## src/rtl/qm_icache_pkg.sv

```systemverilog
// Shared icache definitions: refill FSM encoding and address-split helpers.
// Also used by the icache tag/data arrays.
package qm_icache_pkg;

    typedef enum logic [1:0] {
        StFlush  = 2'd0,
        StIdle   = 2'd1,
        StFill   = 2'd2,
        StCommit = 2'd3
    } refill_state_e;

    localparam int unsigned ADDR_W = 32;

    // Byte-offset bits within a line (word offset plus 2 byte bits).
    function automatic int unsigned offset_bits(input int unsigned line_words);
        return $clog2(line_words) + 2;
    endfunction

    function automatic int unsigned index_bits(input int unsigned lines);
        return $clog2(lines);
    endfunction

    function automatic int unsigned tag_bits(input int unsigned lines,
                                             input int unsigned line_words);
        return ADDR_W - index_bits(lines) - offset_bits(line_words);
    endfunction

    function automatic logic [31:0] line_base(input logic [31:0]  addr,
                                              input int unsigned line_words);
        logic [31:0] mask;
        mask = ~((32'd1 << offset_bits(line_words)) - 32'd1);
        return addr & mask;
    endfunction

endpackage

```

## src/rtl/qm_wrap_counter.sv

```systemverilog
// Up-counter that wraps to zero after MAX; wrap flags the terminal count.
module qm_wrap_counter #(
    parameter int unsigned WIDTH = 2,
    parameter int unsigned MAX   = 3
) (
    input  logic             clk,
    input  logic             rst_n,
    input  logic             inc,
    input  logic             clr,
    output logic [WIDTH-1:0] count,
    output logic             wrap
);

    assign wrap = (count == WIDTH'(MAX));

    always_ff @(posedge clk or negedge rst_n) begin
        if (!rst_n) begin
            count <= '0;
        end else if (clr) begin
            count <= '0;
        end else if (inc) begin
            count <= wrap ? '0 : count + 1'b1;
        end
    end

endmodule

```

## src/rtl/qm_icache_refill.sv

```systemverilog
// Icache miss/refill sequencer plus tag invalidation sweep after reset and on flush.
// Optional perf counters enabled by defining QM_ICACHE_PERF_EN.
module qm_icache_refill
    import qm_icache_pkg::*;
#(
    parameter int unsigned LINE_WORDS = 4,
    parameter int unsigned LINES      = 64
) (
    input  logic                                       sys_clk,
    input  logic                                       sys_rst_n,
    input  logic                                       miss_valid,
    input  logic [31:0]                                miss_address,
    input  logic                                       flush_req,
    output logic                                       should_stall,
    output logic                                       mem_req,
    output logic [31:0]                                mem_address,
    input  logic                                       mem_ack,
    input  logic [31:0]                                mem_data,
    output logic                                       fill_we,
    output logic [31:0]                                fill_address,
    output logic [31:0]                                fill_data,
    output logic                                       tag_we,
    output logic [index_bits(LINES)-1:0]               tag_index,
    output logic [tag_bits(LINES, LINE_WORDS)-1:0]     tag_value,
    output logic                                       tag_valid,
    output logic [31:0]                                perf_misses,
    output logic [31:0]                                perf_stalls
);

    localparam int unsigned OW = offset_bits(LINE_WORDS);
    localparam int unsigned IW = index_bits(LINES);
    localparam int unsigned CW = $clog2(LINE_WORDS);
    localparam int unsigned LW = 32 - OW;

    refill_state_e   state;
    logic [LW-1:0]   line;
    logic            flush_pend;
    logic [CW-1:0]   word_cnt;
    logic            word_last;
    logic [IW-1:0]   flush_cnt;
    logic            flush_last;
    logic            miss_take;
    logic            word_inc;
    logic            flush_inc;

    assign miss_take = (state == StIdle) && !flush_req && miss_valid;
    assign word_inc  = (state == StFill) && mem_ack;
    assign flush_inc = (state == StFlush);

    qm_wrap_counter #(
        .WIDTH (CW),
        .MAX   (LINE_WORDS - 1)
    ) u_word_cnt (
        .clk   (sys_clk),
        .rst_n (sys_rst_n),
        .inc   (word_inc),
        .clr   (miss_take),
        .count (word_cnt),
        .wrap  (word_last)
    );

    // Wraps back to zero on the last swept line, so every sweep starts at index 0.
    qm_wrap_counter #(
        .WIDTH (IW),
        .MAX   (LINES - 1)
    ) u_flush_cnt (
        .clk   (sys_clk),
        .rst_n (sys_rst_n),
        .inc   (flush_inc),
        .clr   (1'b0),
        .count (flush_cnt),
        .wrap  (flush_last)
    );

    always_ff @(posedge sys_clk or negedge sys_rst_n) begin
        if (!sys_rst_n) begin
            state       <= StFlush;
            mem_req     <= 1'b0;
            mem_address <= '0;
            flush_pend  <= 1'b0;
            line        <= '0;
        end else begin
            unique case (state)
                StIdle: begin
                    if (flush_req) begin
                        state <= StFlush;
                    end else if (miss_valid) begin
                        line        <= miss_address[31:OW];
                        mem_address <= line_base(miss_address, LINE_WORDS);
                        mem_req     <= 1'b1;
                        state       <= StFill;
                    end
                end
                StFill: begin
                    // A flush never aborts a fill; it is replayed after COMMIT.
                    if (flush_req) begin
                        flush_pend <= 1'b1;
                    end
                    if (mem_ack) begin
                        mem_address <= mem_address + 32'd4;
                        if (word_last) begin
                            mem_req <= 1'b0;
                            state   <= StCommit;
                        end
                    end
                end
                StCommit: begin
                    state <= (flush_pend || flush_req) ? StFlush : StIdle;
                end
                StFlush: begin
                    if (flush_last) begin
                        flush_pend <= 1'b0;
                        state      <= StIdle;
                    end
                end
                default: state <= StFlush;
            endcase
        end
    end

    // During FILL this equals mem_address; built from word_cnt to avoid a second adder.
    assign fill_address = {line, word_cnt, 2'b00};
    assign fill_data    = mem_data;
    assign fill_we      = (state == StFill) && mem_ack;

    assign should_stall = (state != StIdle) || miss_valid;

    assign tag_we    = (state == StFlush) || (state == StCommit);
    assign tag_valid = (state == StCommit);
    assign tag_index = (state == StFlush) ? flush_cnt : line[IW-1:0];
    assign tag_value = line[LW-1:IW];

`ifdef QM_ICACHE_PERF_EN
    logic [31:0] miss_cnt;
    logic [31:0] stall_cnt;

    always_ff @(posedge sys_clk or negedge sys_rst_n) begin
        if (!sys_rst_n) begin
            miss_cnt  <= '0;
            stall_cnt <= '0;
        end else begin
            if (miss_take && (miss_cnt != 32'hFFFF_FFFF)) begin
                miss_cnt <= miss_cnt + 32'd1;
            end
            if (should_stall && (stall_cnt != 32'hFFFF_FFFF)) begin
                stall_cnt <= stall_cnt + 32'd1;
            end
        end
    end

    assign perf_misses = miss_cnt;
    assign perf_stalls = stall_cnt;
`else
    assign perf_misses = '0;
    assign perf_stalls = '0;
`endif

endmodule
```

## config.mk

```make
export PLATFORM = sky130hd
export DESIGN_NAME = qm_icache_refill
export DESIGN_NICKNAME = d
export VERILOG_FILES = /design/src/rtl/qm_icache_pkg.sv /design/src/rtl/qm_wrap_counter.sv /design/src/rtl/qm_icache_refill.sv
export SDC_FILE = /design/constraint.sdc
export NUM_CORES = 1
export LEC_CHECK = 0
export CAP_MARGIN = 10
export CORE_ASPECT_RATIO = 1.2
export CORE_MARGIN = 5
export CORE_UTILIZATION = 43
export CTS_BUF_LIST = sky130_fd_sc_hd__clkbuf_4 sky130_fd_sc_hd__clkbuf_8 sky130_fd_sc_hd__clkbuf_16
export CTS_CLUSTER_SIZE = 28
export DETAILED_ROUTE_END_ITERATION = 12
export GPL_TIMING_DRIVEN = 0
export PLACE_DENSITY = 0.88
export SLEW_MARGIN = 20
export SYNTH_ARGS = -nofsm -noshare
export SYNTH_HDL_FRONTEND = slang
export SYNTH_SLANG_ARGS = --single-unit
```

## constraint.sdc

```tcl
create_clock -name sys_clk -period 3.2 [get_ports sys_clk]
set_input_delay 0.64 -clock sys_clk [delete_from_list [all_inputs] [get_ports sys_clk]]
set_output_delay 0.64 -clock sys_clk [all_outputs]
set_load 0.05 [all_outputs]
```

==> flow_metrics.tcl <==
set metrics [dict create \
    die_area_um2 13200 \
    die_h_um 125 \
    async_flop_share_pct 100 \
    fillCellCount 891 \
    timing.final.max_slew_violations 0 \
    post_cts_buffers 0 \
    end_kind "output port" \
    setup_viol 0 \
    worstPathCellList "inv_1, ha_1, clkbuf_1, buf_2, mux2_2, dlygate4sd2_1" \
    slew_headroom_pct 56.8 \
    remaining_drc_errors 0 \
    netlist.area_leader.share_pct 37.2 \
    layout.nets 797 \
    via_count 4228 \
    synthTopCellsByCount "122 x buf_4, 70 x dfrtp_1, 36 x mux2_2" \
    grt_pass1_wl_um 22200 \
    period_share_pct 95.5 \
    first_pass_iters 4 \
    utilization_pct 64.7 \
    crit_fanout 10 \
    antenna_cells 0 \
    ys.flop_type "dfrtp_1" \
    grtUsageTotal_pct 20.6 \
    grt-ovfl-total 0 \
    p_per_area_nw_per_um2 1240 \
    crit_type "flip-flop to output port" \
    wl_per_cell_um 16.2 \
    clk-insertion-delay-late_ps 330 \
    ys_ff_latch 70 \
    syn_area_um2 4710 \
    area_growth_pct 49.3 \
    worstPathRequired_ps 2560 \
    grt_max_degree 43 \
    grt_setup_unrepaired "false" \
    dr.first_iter.drc_count 209 \
    place.gp.congestion 0.846 \
    root_buffer "clkbuf_16" \
    netlist_instances 485 \
    max_stage_delay_ps 430 \
    drive_above_1_share_pct 27.5 \
    yosysWarnings 0 \
    yosysSeqAreaShare_pct 37.2 \
    htreeDepth 3 \
    critPathArrivalTime_ps 2420 \
    die-width_um 106 \
    path_clk_slew_ps 60 \
    ctsHoldBuffers 0 \
    vias_per_cell 4.93 \
    status "completed" \
    grt_pass1_vias 4229 \
    yosysUniqueCellTypes 59 \
    synth-edff-count 0 \
    hold_viol_final 0 \
    hp-class "input pin to asynchronous set/reset pin" \
    io_pins 262 \
    io_buffers 157 \
    tightest_slew_ps 648 \
    cts_tree "yes" \
    syn_avg_cell_area_um2 9.72 \
    ant_nets 0 \
    p_leak_nw 3.28 \
    numCtsBuffers 9 \
    rows 42 \
    critPathSlowestCell "dlygate4sd2_1" \
    ir_worst_vdd_uv 885 \
    antenna_found_initial 0 \
    fmax_mhz 327 \
    yosysMostFrequentCell "buf_4" \
    fin_crit_ps 3060 \
    numClockSinks 70 \
    wirelength_um 13900 \
    clock_path_buffers 2 \
    synth_top_cell_by_area "dfrtp_1" \
    dp_hpwl_um 11000 \
    whs_ps 237 \
    initial_core_util_pct 43.3 \
    cp-start-kind "flip-flop" \
    placeableCoreArea_um2 10900 \
    fin_skew_ps 5.60 \
    synthTopCellsByArea "dfrtp_1 37%, buf_4 19%, mux2_2 8.6%" \
    drv_cap 0 \
]
## registers in the layout, indices dropped and copies added (netlist names)
register,flops
flush_pend,1
line,28
u_word_cnt.count,2
mem_address,30
state,2
mem_req,1
u_flush_cnt.count,6
## cell type report
cell class,instances,area (um2),share of cell area [%]
buffer,143,1040,14.8
clock buffer,10,239,3.39
clock inverter,6,85.1,1.21
inverter,10,37.5,0.533
multi-input combinational,329,2130,30.3
sequential,70,1750,24.9
tap,132,165,2.35
timing repair buffer,158,1580,22.5
## cell families after synthesis
family | share of synthesized area [%]
buffers and inverters | 22.9
AND/OR/NAND/NOR | 14.2
AO/OA/AOI/OAI | 12.1
flip-flops | 37.2
multiplexers | 10.9
adder cells (fa/ha/maj) | 1.86
XOR/XNOR | 0.743
other | 0.0796
## metal layers
metal	up-vias	routed length (um)	GRT usage, %
li1	2009	-	-
met1	2014	5100	22.7
met2	193	7330	37.7
met3	12	1350	6.89
met4	0	132	5.11
met5	-	0	0
## worst max-delay path: cells and delay by family, from the launching register on
family	cells	cell delay, ps
buffers and inverters	4	1170
DFF	1	400
muxes	1	360
adders and majority gates	1	150
## layout by cell type (no fill, tap or decap), drive strengths merged, types with 14 or more instances in the layout
cell type        n
a21oi           26
buf            130
clkbuf          25
clkdlybuf4s50  152
conb            68
dfrtp           70
mux2            36
nand2           29
nand3           22
nand4           14
nor2            19
o22ai           17
## final timing paths
kind,from,end,slack (ps),cells after the start
min in group sys_clk,flush_pend,flush_pend,510,1
min reg2reg,flush_pend,flush_pend,510,1
max in group asynchronous,sys_rst_n,line[17],2380,2
max reg2reg,state[0],mem_address[16],740,9
max,state[1],tag_index[4],140,6
min,sys_rst_n,line[1],240,1
## metrics by stage
stage,setup WS (ps),setup TNS (ps),instances,instance area [um2],total power [W]
2_1_floorplan,901,0,552,4960,0.00588
3_3_place_gp,-998,-69370,841,6700,0.00760
3_5_place_dp,59.4,0,842,6720,0.00772
4_1_cts,135,0,858,7040,0.00881
5_1_grt,55.8,0,858,7040,0.00918
6_report,144,0,858,7040,0.00876
## timing repair
| item | CTS | global route |
|---|---|---|
| endpoints found under the setup margin | 4 | 0 |
| resized for setup | 5 | 0 |
| endpoints found under the hold margin | 0 | 0 |
## where the power goes
group	internal [W]	switching [W]
Sequential	0.00134	0.000543
Clock	0.000700	0.000380
Combinational	0.00208	0.00373
No activity file was read; power rests on OpenSTA's default activity.
